===== config.mk =====
export PLATFORM = sky130hd
export DESIGN_NAME = rx_control_module
export DESIGN_NICKNAME = d
export VERILOG_FILES = /design/src/rtl/rx_control_module.sv
export SDC_FILE = /design/constraint.sdc
export NUM_CORES = 1
export LEC_CHECK = 0
export ABC_AREA = 1
export BUFFER_PORTS_ARGS = -buffer_cell sky130_fd_sc_hd__clkbuf_2
export CAP_MARGIN = 20
export CORE_ASPECT_RATIO = 0.5
export CORE_MARGIN = 2
export CORE_UTILIZATION = 42
export CTS_CLUSTER_DIAMETER = 60
export DETAILED_ROUTE_END_ITERATION = 16
export PLACE_DENSITY_LB_ADDON = 0.08
export SYNTH_ARGS = -nofsm -noshare
export SYNTH_HDL_FRONTEND = slang
export SYNTH_SLANG_ARGS = --single-unit

===== constraint.sdc =====
create_clock -name CLOCK -period 2.1 [get_ports CLOCK]
set_clock_uncertainty 0.1 [all_clocks]
set_input_delay 0.63 -clock CLOCK [delete_from_list [all_inputs] [get_ports CLOCK]]
set_output_delay 0.63 -clock CLOCK [all_outputs]
set_load 0.02 [all_outputs]

===== src/rtl/rx_control_module.sv =====
// rtl/rx_control_module.sv - UART 8N1 receive controller; define RX_PARITY_EN for an even-parity bit before the stop bit
module rx_control_module #(
  parameter int BPS_DIV  = 5208,
  parameter int HALF_DIV = BPS_DIV / 2
) (
  input  logic       CLOCK,
  input  logic       RST_n,
  input  logic       RX_Pin_In,
  input  logic       RX_En_Sig,
  output logic [7:0] RX_Data,
  output logic       RX_Done_Sig,
`ifdef RX_PARITY_EN
  output logic       RX_Frame_Err,
  output logic       RX_Parity_Err
`else
  output logic       RX_Frame_Err
`endif
);

  localparam int CW = $clog2(BPS_DIV);
  localparam logic [CW-1:0] FULL_TGT = CW'(BPS_DIV - 1);
  localparam logic [CW-1:0] HALF_TGT = CW'(HALF_DIV - 1);

  typedef enum logic [2:0] {
    S_IDLE   = 3'd0,
    S_START  = 3'd1,
    S_DATA   = 3'd2,
`ifdef RX_PARITY_EN
    S_PARITY = 3'd3,
`endif
    S_STOP   = 3'd4,
    S_BREAK  = 3'd5
  } state_t;

  state_t          state_q, state_d;
  logic [CW-1:0]   cnt_q, cnt_d;
  logic [2:0]      idx_q, idx_d;
  logic [7:0]      shift_q, shift_d;
  logic [7:0]      data_q, data_d;
  logic            done_q, done_d;
  logic            ferr_q, ferr_d;
  logic            sync1_q, sync1_d;
  logic            sync2_q, sync2_d;
  logic            prev_q, prev_d;
`ifdef RX_PARITY_EN
  logic            par_q, par_d;
  logic            perr_q, perr_d;
`endif

  logic            rx_bit;
  logic            fall;
  logic            strobe;

  // Synchronised line, its falling edge, and the per-state sample strobe.
  assign rx_bit = sync2_q;
  assign fall   = prev_q & ~sync2_q;
  assign strobe = (state_q == S_START) ? (cnt_q == HALF_TGT) : (cnt_q == FULL_TGT);

  // Next-state, datapath and output-pulse logic.
  always_comb begin
    state_d = state_q;
    idx_d   = idx_q;
    shift_d = shift_q;
    data_d  = data_q;
    done_d  = 1'b0;
    ferr_d  = 1'b0;
    sync1_d = RX_Pin_In;
    sync2_d = sync1_q;
    prev_d  = sync2_q;
`ifdef RX_PARITY_EN
    par_d   = par_q;
    perr_d  = 1'b0;
`endif

    case (state_q)
      S_IDLE: begin
        if (fall && RX_En_Sig) state_d = S_START;
      end
      S_START: begin
        if (strobe) begin
          idx_d   = 3'd0;
          state_d = rx_bit ? S_IDLE : S_DATA;
        end
      end
      S_DATA: begin
        if (strobe) begin
          shift_d[idx_q] = rx_bit;
          if (idx_q == 3'd7) begin
`ifdef RX_PARITY_EN
            state_d = S_PARITY;
`else
            state_d = S_STOP;
`endif
          end else begin
            idx_d = idx_q + 3'd1;
          end
        end
      end
`ifdef RX_PARITY_EN
      S_PARITY: begin
        if (strobe) begin
          par_d   = rx_bit;
          state_d = S_STOP;
        end
      end
`endif
      S_STOP: begin
        if (strobe) begin
          if (rx_bit) begin
            state_d = S_IDLE;
`ifdef RX_PARITY_EN
            if (^{shift_q, par_q}) begin
              perr_d = 1'b1;
            end else begin
              data_d = shift_q;
              done_d = 1'b1;
            end
`else
            data_d = shift_q;
            done_d = 1'b1;
`endif
          end else begin
            // Stop bit low: flag it and wait out the held-low line.
            ferr_d  = 1'b1;
            state_d = S_BREAK;
          end
        end
      end
      S_BREAK: begin
        if (rx_bit) state_d = S_IDLE;
      end
      default: state_d = S_IDLE;
    endcase

    // Disable aborts any frame in progress without reporting anything.
    if (!RX_En_Sig) begin
      state_d = S_IDLE;
      idx_d   = 3'd0;
      data_d  = data_q;
      done_d  = 1'b0;
      ferr_d  = 1'b0;
`ifdef RX_PARITY_EN
      perr_d  = 1'b0;
`endif
    end

    // Baud counter restarts on every state entry and is parked while waiting.
    if ((state_d != state_q) || (state_q == S_IDLE) || (state_q == S_BREAK)) begin
      cnt_d = '0;
    end else if (cnt_q == FULL_TGT) begin
      cnt_d = '0;
    end else begin
      cnt_d = cnt_q + 1'b1;
    end
  end

  // State and datapath registers; the line synchroniser resets to idle-high.
  always_ff @(posedge CLOCK or negedge RST_n) begin
    if (!RST_n) begin
      state_q <= S_IDLE;
      cnt_q   <= '0;
      idx_q   <= 3'd0;
      shift_q <= 8'h00;
      data_q  <= 8'h00;
      done_q  <= 1'b0;
      ferr_q  <= 1'b0;
      sync1_q <= 1'b1;
      sync2_q <= 1'b1;
      prev_q  <= 1'b1;
`ifdef RX_PARITY_EN
      par_q   <= 1'b0;
      perr_q  <= 1'b0;
`endif
    end else begin
      state_q <= state_d;
      cnt_q   <= cnt_d;
      idx_q   <= idx_d;
      shift_q <= shift_d;
      data_q  <= data_d;
      done_q  <= done_d;
      ferr_q  <= ferr_d;
      sync1_q <= sync1_d;
      sync2_q <= sync2_d;
      prev_q  <= prev_d;
`ifdef RX_PARITY_EN
      par_q   <= par_d;
      perr_q  <= perr_d;
`endif
    end
  end

  assign RX_Data      = data_q;
  assign RX_Done_Sig  = done_q;
  assign RX_Frame_Err = ferr_q;
`ifdef RX_PARITY_EN
  assign RX_Parity_Err = perr_q;
`endif

endmodule

=== Word level (Yosys, flattened, before mapping) ===
Index checks and enable logic that the tools add are counted.

* Output and inout bits: 10
* Logic and storage cells: 65
* Register bits: 40
* Input port bits: 4

* Reductions and logical operators: 8
* Bitwise operators: 2
* $lt $le $gt $ge: 2
* Multiplexer cells: 29
* Equality and inequality tests: 12
* $add $sub $neg: 2

{| class="wikitable"
|+ Operators by type and width
! operator !! number
|-
| $mux W3 || 12
|-
| $mux W13 || 2
|-
| $pmux W3 S5 || 1
|-
| $add A13 B1 Y13 const B || 1
|-
| $eq A13 B12 Y1 const B || 1
|-
| $eq A13 B13 Y1 const B || 1
|-
| $mux W1 || 10
|-
| $eq A3 B3 Y1 const B || 3
|-
| $ne A3 B3 Y1 const B || 3
|-
| $bwmux W8 || 1
|-
| $reduce_and A4 Y1 || 2
|-
| $pmux W3 S2 || 1
|-
| $lt A3 B4 Y1 const B || 1
|-
| $add A3 B1 Y3 const B || 1
|-
| $demux W1 S3 || 1
|-
| $eq A3 B1 Y1 const B || 1
|-
| $eq A3 B2 Y1 const B || 1
|-
| $ge A3 B1 Y1 const B || 1
|-
| $logic_not A3 Y1 || 1
|-
| $ne A3 B1 Y1 const B || 1
|-
| $ne A3 B3 Y1 || 1
|-
| $logic_and A1 B1 Y1 || 2
|-
| $logic_or A1 B1 Y1 || 2
|-
| $mux W2 || 1
|-
| other kinds (3) || 3
|}

=== Logic depth before layout (Yosys ltp) ===
Gate-level depths: netlist of run 1.

* Word-level depth: 10
* Gate-level depth with buffers: 16
* Depth with buffers taken out: 15

=== Least setup slack after synthesis of run 1 ===
Ideal clock, no wire load.

* Path type: register to register
* From: register cnt_q[0]
* To: register cnt_q[10]
* Slack: 160 ps
* Library setup time: 69 ps
* Required time: 1931 ps
* Period minus slack after synthesis: 1940 ps
* Path buffers: 1
* Cell stages (with the launch flop): 15
* Arrival: 1772 ps
* Cell sequence: dfrtp_1 > ha_1 > nand2_1 > nor2_2 > nand3_4 > nand2_4 > nand3_4 > nand2_1 > nand2_2 > nand3_1 > nand2_1 > nor2_2 > nand3_2 > buf_6 > nor2_2

* Cells in the longest elaborated chain, start to end: 9
* Elaborated cells on any way between the ends: 14
* Classes of those cells: add/sub: 1; eq/ne: 3; mux: 8; reduce/logical: 2

{| class="wikitable"
|+ Ends and longest elaborated chain
! item !! line !! RTL
|-
| from (decl) || 36 || <nowiki>logic [CW-1:0] cnt_q, cnt_d;</nowiki>
|-
| from (signal assigned) || 176 || <nowiki>cnt_q <= cnt_d;</nowiki>
|-
| $eq A13 B13 Y1 / $eq A13 B12 Y1 (equally long branches) || 57, 150 ||
|-
| $mux W1 || 57 || <nowiki>assign strobe = (state_q == S_START) ? (cnt_q == HALF_TGT) : (cnt_q == FULL_TGT);</nowiki>
|-
| $mux W3, on equally long branches || 108, 80, 86 ||
|-
| $pmux W3 S5 || 75 || <nowiki>case (state_q)</nowiki>
|-
| $mux W3 || 136 || <nowiki>if (!RX_En_Sig) begin</nowiki>
|-
| $ne A3 B3 Y1 || 148 || <nowiki>if ((state_d != state_q) || (state_q == S_IDLE) || (state_q == S_BREAK)) begin</nowiki>
|-
| $logic_or A1 B1 Y1 (2 in a row) || 148 ||
|-
| $mux W13 * || 148 ||
|-
| named net cnt_d[10] || 36 ||
|}

The timed path passes the listed nets; every way through them passes the cells marked *.
A chain may end at the register's enable or synchronous reset.

=== Worst setup path in the final report of run 1 ===
* From: register cnt_q[0]
* To: register cnt_q[12]

The elaborated chain is that of the path after synthesis.

==> run summary, run 1 <==
The run finished with clean final reports. Setup repair after global routing could not meet its margin everywhere. The worst slew margin relative to its limit was 66.4%; the achievable frequency was 492 MHz. Summed over all failing endpoints, the final setup total negative slack is 0 ps. In this design, the stage delay of the slowest critical-path cell is 400 ps. Total wire length after detailed routing: 4.15 mm. Data on the critical path arrives at its endpoint at 2170 ps.

The die is 103 um wide. For this design, the CTS-stage hold fixing added 0 buffers. The combined buffer and inverter count along the critical path was 2. The static power due to leakage is 1.17 nW, and the first-pass GRT wire length is 6.90 mm. The power density normalized to cell area works out to 540 mW/mm2. For the clock tree buffer depth, the log shows 2. The quantity of I/O buffers inserted on ports was 13. For the pin with the worst max-slew slack, the measured transition is 505 ps. Across the VDD grid, the largest voltage drop is 0.000260 V. The worst path meets setup with 65.5 ps of slack. The largest net degree at the start of global routing was 41. Once the floorplan was initialized, standard cells occupied 42.9% of the core.

The largest fanout of any net on the critical path is 6, and the sink count of the clock tree is 40. Synthesis warning total: 0. The die boundary height is 53.7 um. For hold timing, the worst endpoint is prev_d. The path class of the tightest hold or removal check is register to register. Met2 track demand over resource in global routing: 26.9%. The TritonCTS buffer count came out at 5. After legalization and detailed placement, the total HPWL measured 2.81 mm.

In this run the most used layer during global routing was met2. Subtracting the final worst setup slack from the clock period gives 2030 ps. The number of antenna violations at the first check in global routing was 0; the worst setup slack before clock tree synthesis was 26.7 ps. For this run, global-route usage on met3 was measured as 4.68%. After clock tree synthesis, the clock-pin slew on the worst setup and hold paths is 80 ps. The total standard cell area after synthesis came out at 0.00208 mm2. The total of endpoints with negative setup slack in the final report was 0. Final hold violation count: 0.

The average instance in the mapped netlist occupies 8.21 um2. The signal on the critical path passes through ha_4 > nand2_2 > nor2_2 > nand3_2 > nand2_4 > nand3_2 > nand2_1 > inv_1 > nand2_2 > nand2_2 > nand2_1 > nand2_1 > nor2_2 > nand3_4 > clkbuf_16 > nor2_2. The run gives 28 as the number of distinct library cells after synthesis.

For the max-slew violation count, the log shows 0. The category of the worst setup path capture point is a register. The floorplan die area was 0.00556 mm2. The worst path uses 96.9% of the clock period. The H-tree was split into 2 levels. For the worst-skew pair, the clock arrives at the later sink with an insertion delay of 290 ps. For this run, the register share of the synthesized area comes to 48.4%.

The area growth from synthesis to layout is 22.0%. Total number of nets in the final design: 291. The synthesized design contains 40 register bits. The run gives 1,536 as the number of global-route vias before repair. The post-detailed-route DRC marker count is 0. The beginning of the worst hold path was sync1_q. Counting cells, the worst reg-to-reg path comes to 16. At the worst endpoint, the required time is 2230 ps.

For this run, the number of standard cells in the final layout without fillers is 355. The average wire per standard cell was 11.7 um. The tools report the clock tree root buffer cell as sky130_fd_sc_hd__clkbuf_8. Among cell families on the critical path, the largest total delay comes from simple AND/OR/NAND/NOR gates.

TritonCTS built the clock tree. Across every metal layer, demand over resource in global routing totals 16.7%. The logs give 0 for the number of maximum-capacitance violations and 0 for the number of nets still failing antenna checks after routing. The worst setup path is launched from a register. The tools report the first-pass iteration count of the detailed router as 4. The first-iteration detailed-routing DRC count was 56; the vias after detailed routing was 1,624. The startpoint identified for the worst register-to-register timing path is cnt_q[0].

Dividing the detail-routed via count by the number of cells gives 4.57. Cells with a size suffix above 1 make up 30.2% of the layout. The number of antenna diodes in the final layout is 0.

In this run the core area contains 18 standard-cell rows. The tools report the count of pins on the block boundary as 14. The worst setup path is of the register to register kind.

The instance count of the mapped netlist was 253; the instance count along the most critical hold path was 0. The core region is 0.00484 mm2. Cell with the largest stage delay on the worst path: sky130_fd_sc_hd__dfrtp_1. For this run, global-route usage on met1 was measured as 22.3%.

The synthesized netlist net count is 260, and the cell count after placement is 342. The endpoint of the worst register-to-register path was cnt_q[12]. The tools report the register-to-register setup slack as 70 ps. The tools report the total congestion overflow after global routing as 0. Final weighted congestion in routability-driven placement: 0.855.
synth_stat cells:
cell type	n	area (um2)
sky130_fd_sc_hd__o22ai_1	1	6.26
sky130_fd_sc_hd__clkbuf_2	1	5.00
sky130_fd_sc_hd__o21ai_0	13	65.1
sky130_fd_sc_hd__nand2_4	3	33.8
sky130_fd_sc_hd__or2_2	1	6.26
sky130_fd_sc_hd__nor3_1	7	35.0
sky130_fd_sc_hd__nand3_1	15	75.1
sky130_fd_sc_hd__nor3_4	1	16.3
sky130_fd_sc_hd__nand3b_1	1	7.51
sky130_fd_sc_hd__a21oi_1	4	20.0
sky130_fd_sc_hd__inv_2	3	11.3
sky130_fd_sc_hd__nand4_1	3	18.8
sky130_fd_sc_hd__xor2_1	4	35.0
sky130_fd_sc_hd__dfrtp_1	37	926
sky130_fd_sc_hd__nand3_4	2	35.0
sky130_fd_sc_hd__nor4_1	1	6.26
sky130_fd_sc_hd__nor2_1	16	60.1
sky130_fd_sc_hd__buf_6	1	11.3
sky130_fd_sc_hd__clkinv_1	1	3.75
sky130_fd_sc_hd__nand3_2	4	40.0
sky130_fd_sc_hd__nor2_2	13	81.3
sky130_fd_sc_hd__nand2_2	7	43.8
sky130_fd_sc_hd__dfstp_2	3	78.8
sky130_fd_sc_hd__nand2_1	76	285
sky130_fd_sc_hd__ha_1	3	37.5
sky130_fd_sc_hd__inv_1	30	113
sky130_fd_sc_hd__nor2_4	1	11.3
sky130_fd_sc_hd__xnor2_1	1	8.76
metal layers:
layer	vias up	routed length (um)
met5	-	0
met4	0	30
met3	5	143
met2	21	1860
met1	741	2120
li1	857	-
state kept, by name, indices dropped and copies added (netlist names):
name          count
RX_Frame_Err      1
shift_q           8
RX_Data           8
sync1_q           1
prev_q            1
idx_q             3
prev_d            1
state_q           3
RX_Done_Sig       1
cnt_q            13
worst reg2reg max path: stages, from the launching register on:
cell,delay (ps)
sky130_fd_sc_hd__dfrtp_1,400
sky130_fd_sc_hd__ha_4,180
sky130_fd_sc_hd__nand2_2,60
sky130_fd_sc_hd__nor2_2,90
sky130_fd_sc_hd__nand3_2,120
sky130_fd_sc_hd__nand2_4,140
sky130_fd_sc_hd__nand3_2,60
sky130_fd_sc_hd__nand2_1,60
sky130_fd_sc_hd__inv_1,40
sky130_fd_sc_hd__nand2_2,60
sky130_fd_sc_hd__nand2_2,50
sky130_fd_sc_hd__nand2_1,50
sky130_fd_sc_hd__nand2_1,60
sky130_fd_sc_hd__nor2_2,130
sky130_fd_sc_hd__nand3_4,110
sky130_fd_sc_hd__clkbuf_16,190
sky130_fd_sc_hd__nor2_2,70
what timing repair did:
item                                    CTS  global route
cloned                                    0             1
gates resized for setup                   1            28
endpoints found under the setup margin    1            21
setup buffers                             0             4
pin swaps                                 0             3
layout by cell type (no fill, tap or decap):
| cell type | n |
|---|---|
| sky130_fd_sc_hd__o21ai_0 | 13 |
| sky130_fd_sc_hd__clkbuf_2 | 13 |
| sky130_fd_sc_hd__buf_4 | 11 |
| sky130_fd_sc_hd__o22ai_1 | 1 |
| sky130_fd_sc_hd__clkinv_1 | 1 |
| sky130_fd_sc_hd__inv_2 | 6 |
| sky130_fd_sc_hd__nand4_1 | 3 |
| sky130_fd_sc_hd__xnor2_1 | 1 |
| sky130_fd_sc_hd__ha_4 | 1 |
| sky130_fd_sc_hd__nor2_1 | 11 |
| sky130_fd_sc_hd__or2_2 | 1 |
| sky130_fd_sc_hd__nand2_1 | 72 |
| sky130_fd_sc_hd__buf_12 | 1 |
| sky130_fd_sc_hd__nor2_2 | 7 |
| sky130_fd_sc_hd__nor2_4 | 12 |
| sky130_fd_sc_hd__nand3b_1 | 1 |
| sky130_fd_sc_hd__xor2_1 | 4 |
| sky130_fd_sc_hd__inv_1 | 27 |
| sky130_fd_sc_hd__nand3_4 | 3 |
| sky130_fd_sc_hd__a21oi_2 | 1 |
| sky130_fd_sc_hd__clkbuf_16 | 1 |
| sky130_fd_sc_hd__dfrtp_1 | 37 |
| sky130_fd_sc_hd__nand3_2 | 4 |
| sky130_fd_sc_hd__nor3_2 | 1 |
| sky130_fd_sc_hd__nor3_1 | 6 |
| sky130_fd_sc_hd__nand2_2 | 11 |
| sky130_fd_sc_hd__dfstp_2 | 3 |
| sky130_fd_sc_hd__clkbuf_1 | 2 |
| sky130_fd_sc_hd__a21oi_1 | 3 |
| sky130_fd_sc_hd__nor3_4 | 1 |
| sky130_fd_sc_hd__nand3_1 | 14 |
| sky130_fd_sc_hd__clkbuf_8 | 5 |
| sky130_fd_sc_hd__nand2_4 | 3 |
| sky130_fd_sc_hd__clkinv_2 | 1 |
| sky130_fd_sc_hd__nor4_1 | 1 |
| sky130_fd_sc_hd__ha_1 | 2 |
worst max path at each step:
stage | from | endpoint | cells past startpoint | slack [ps]
global route | cnt_q[0] | cnt_q[8] | 16 | -80
finish | cnt_q[0] | cnt_q[12] | 16 | 70
global placement | cnt_q[0] | cnt_q[1] | 15 | 40
CTS | cnt_q[0] | cnt_q[1] | 14 | 9
detailed placement | cnt_q[0] | cnt_q[1] | 14 | 30
floorplan | cnt_q[0] | cnt_q[10] | 14 | 160
cell families (layout without fill, tap and decap cells):
logic type               count (synthesis)  count (layout)  share of synthesized area [%]
flip-flops                              40              40                           48.4
XOR/XNOR                                 5               5                           2.11
buffers and inverters                   36              68                           6.93
AND/OR/NAND/NOR                        151             151                           36.4
adder cells (fa/ha/maj)                  3               3                           1.81
AO/OA/AOI/OAI                           18              18                           4.40
report_power, final:
part | internal (mW) | switching (mW)
clock network | 0.233 | 0.264
registers | 0.777 | 0.00651
logic | 0.0276 | 0.0581
area by class of cell:
| cell class | instances | area, um2 |
|---|---|---|
| fill | 460 | 2310 |
| multi-input combinational | 177 | 1040 |
| sequential | 40 | 1000 |
| timing repair buffer | 26 | 193 |
| inverter | 34 | 128 |
| tap | 70 | 87.6 |
| clock buffer | 7 | 76.3 |
| clock inverter | 1 | 5.00 |
stage by stage:
stage | utilization, % | power (mW) | hold WS [ps] | instance area [um2]
after floorplan | - | 0.837 | 234 | 2080
after global placement | 47.2 | 0.869 | 247 | 2290
after detailed placement | 47.2 | 0.869 | 248 | 2290
after CTS | 48.9 | 1.37 | 259 | 2370
after global routing | 52.3 | 1.43 | 266 | 2530
final | 52.3 | 1.37 | 257 | 2530
No activity file was read; power rests on OpenSTA's default activity.
==> run 2, diff against run 1 <==
--- a/config.mk
+++ b/config.mk
@@ -14,6 +14,7 @@
 export CTS_CLUSTER_DIAMETER = 60
 export DETAILED_ROUTE_END_ITERATION = 16
 export PLACE_DENSITY_LB_ADDON = 0.08
+export RECOVER_POWER = 100
 export SYNTH_ARGS = -nofsm -noshare
 export SYNTH_HDL_FRONTEND = slang
 export SYNTH_SLANG_ARGS = --single-unit
==> run 2 against run 1 <==
Net effect: worst setup slack better by 1.7 ps; largest power group unchanged; sequential power about the same; routed wire length about the same; via count is essentially flat; die area unchanged; sequential share of layout area rose by 0.24 points; first-iteration DRC count down 8.9%; combinational power fell by 0.8%; largest cell class unchanged.
==> run summary, run 2 (synthesis gave the netlist of run 1 again) <==
The run finished with clean final reports. The path with the worst hold slack has its endpoint at prev_d. For the post-route worst hold slack, the log shows 257 ps (unchanged). The post-layout worst setup margin is 67.1 ps (+1.69 ps).

STA classifies the critical path startpoint as a register. The count of pins on the block boundary was 14 (unchanged); the post-route clock period utilization was 96.8% (about the same). In this run the critical register-to-register path is captured at cnt_q[12].

Counting flops per register, the top entry is cnt_q. The tools report the register-to-register setup slack as 70 ps (about the same). The depth of the most critical reg-to-reg path works out to 16 (unchanged). Largest stage delay on the critical path: 400 ps (about the same). The tools report the sink count of the clock tree as 40 (unchanged). For the post-detailed-route DRC marker count, the log shows 0 (unchanged). Floorplan die area: 0.00556 mm2 (unchanged). The final cell count without fillers was 355 (unchanged). The largest net degree at the start of global routing is 41 (unchanged), and the max-slew violation count is 0 (unchanged).

The maximum ir drop on the vdd rail came out at 0.000260 V (about the same). Number of vias per cell: 4.57 (about the same). The transition at the pin with the smallest max-transition slack was 977 ps (+472 ps).

TritonCTS built the clock tree. The number of global-route vias before repair is 1,536 (unchanged), and the post-CTS clock slew at the launch and capture registers of the worst setup and hold paths is 80 ps (about the same). The run gives 18 (unchanged) as the number of cell rows.

The run gives 51 (-8.9%) as the first-iteration detailed-routing DRC count. The starting utilization of the core area was 42.9% (unchanged); the largest fanout of any net on the critical path was 6 (unchanged). The sum of internal, switching and leakage power was 1.37 mW (about the same); the number of maximum-capacitance violations was 0 (unchanged). The average wire per standard cell works out to 11.7 um (about the same).

The logs give 462 (+0.43%) for the final-layout fill cell count and 342 (unchanged) for the cell count after placement. The worst register-to-register path begins at cnt_q[0]. The die boundary height works out to 53.7 um (unchanged).

The logs give 0.855 (unchanged) for the final weighted congestion in routability-driven placement and 52.0% (-0.31 points) for the core occupancy in the finished layout. The total wire length after detailed routing is 4.15 mm (about the same). Category of the worst setup path capture point: a register. Class of the tightest hold or removal check: register to register. The required time of the critical path came out at 2230 ps (about the same).

The run gives 2 (unchanged) as the number of H-tree levels. The logs give 291 (unchanged) for the total number of nets in the final design and 34.9% (-31 points) for the worst slew margin relative to its limit. The run gives 0 (unchanged) as the number of antenna violations at the first check in global routing. The shortest clock period the worst path allows after layout was 2030 ps (-1.69 ps). The library cell used most frequently in the layout, excluding fill and tap cells, is sky130_fd_sc_hd__nand2_1. Area growth from synthesis to layout: 21.3%. Setup repair after global routing could not meet its margin everywhere. The flip-flop count of the largest register after layout works out to 13 (unchanged). The worst hold path begins at sync1_q. The clock tree buffer depth is 2 (unchanged), and the worst setup slack before clock tree synthesis is 26.7 ps (unchanged). The quantity of I/O buffers inserted on ports is 13 (unchanged), and the floorplan die width is 103 um (unchanged). The fraction of final layout cells with drive strength greater than 1 is 26.7% (-3.5 points).

The total track usage came out at 16.7% (unchanged). The tools report the final hold violation count as 0 (unchanged). The half-perimeter wire length after placement was 2.81 mm (unchanged); the TritonCTS buffer count was 5 (unchanged). For the clock latency reported for the late side of the worst-skew pair, the log shows 290 ps (about the same). The logs give 1,623 (-0.062%) for the vias after detailed routing and 492 MHz (about the same) for the achievable frequency. By startpoint and endpoint, the worst setup path is classified as register to register. The power density normalized to cell area was 543 mW/mm2 (+0.58%); the first-pass GRT wire length was 6.90 mm (unchanged). The instance count along the most critical hold path came out at 0 (unchanged).

Number of antenna diodes: 0 (unchanged). In the layout the commonest cells are sky130_fd_sc_hd__nand2_1 (72), sky130_fd_sc_hd__dfrtp_1 (37), sky130_fd_sc_hd__inv_1 (27). The slowest stage of the critical path belongs to the cell sky130_fd_sc_hd__dfrtp_1. The static power due to leakage is 1.13 nW (-3.0%). The tools report the total of endpoints with negative setup slack in the final report as 0 (unchanged). The placeable core region is 0.00484 mm2 (unchanged), and the first-pass iteration count of the detailed router is 4 (unchanged). The signal on the critical path passes through ha_4 > nand2_2 > nor2_2 > nand3_2 > nand2_4 > nand3_2 > nand2_1 > inv_1 > nand2_2 > nand2_2 > nand2_1 > nand2_1 > nor2_2 > nand3_4 > clkbuf_16 > nor2_2.

Arrival time reported for the critical path endpoint: 2170 ps (about the same). Number of nets still failing antenna checks after routing: 0 (unchanged). The tree is rooted in a sky130_fd_sc_hd__clkbuf_8. The run gives 0 (unchanged) as the total congestion overflow after global routing.
run 2: routing by layer:
layer	up-vias	routed length, um	share of wire [%]	GRT usage, %
li1	857	-	-	-
met1	746	2150	52	22.3
met2	15	1860	45	26.9
met3	5	113	2.7	4.68
met4	0	30	0.72	5.26
met5	-	0	0	0
run 2: layout make-up:
class	count	area, um2	area share, %
inverters	34	128	5.07
repair buffers	26	178	7.05
well taps	70	87.6	3.48
multi-input cells	177	1040	41.3
flip-flops and latches	40	1000	39.9
clock buffers	7	76.3	3.03
clock inverters	1	5.00	0.199
run 2: worst max-delay path by stage:
stage                     end     start
floorplan           cnt_q[10]  cnt_q[0]
global placement     cnt_q[1]  cnt_q[0]
detailed placement   cnt_q[1]  cnt_q[0]
CTS                  cnt_q[1]  cnt_q[0]
global route         cnt_q[8]  cnt_q[0]
finish              cnt_q[12]  cnt_q[0]
run 2: through the flow:
| stage | setup TNS, ps | instance area [um2] |
|---|---|---|
| 3_5_place_dp | 0 | 2290 |
| 5_1_grt | -884 | 2520 |
| 4_1_cts | 0 | 2370 |
| 2_1_floorplan | 0 | 2080 |
| 3_3_place_gp | 0 | 2290 |
| 6_report | 0 | 2520 |
run 2: report_power, final:
part | internal (mW) | total (mW) | switching (mW)
Combinational | 0.0270 | 0.0850 | 0.0580
Clock | 0.233 | 0.498 | 0.265
Sequential | 0.777 | 0.784 | 0.00657
run 2: timing repair:
action                                  in CTS  in global routing
cloned                                       0                  1
gates resized for setup                      1                 28
endpoints found under the setup margin       1                 21
hold buffers                                 0                  0
buffers inserted                             0                  4
pin swaps                                    0                  3
run 2: critical path: cells and delay by family, from the launching register on:
kind / cells / cell delay (ps)
adder cells (fa/ha/maj): 1 / 180
buffers and inverters: 2 / 230
flip-flops: 1 / 400
AND/OR/NAND/NOR: 13 / 1060
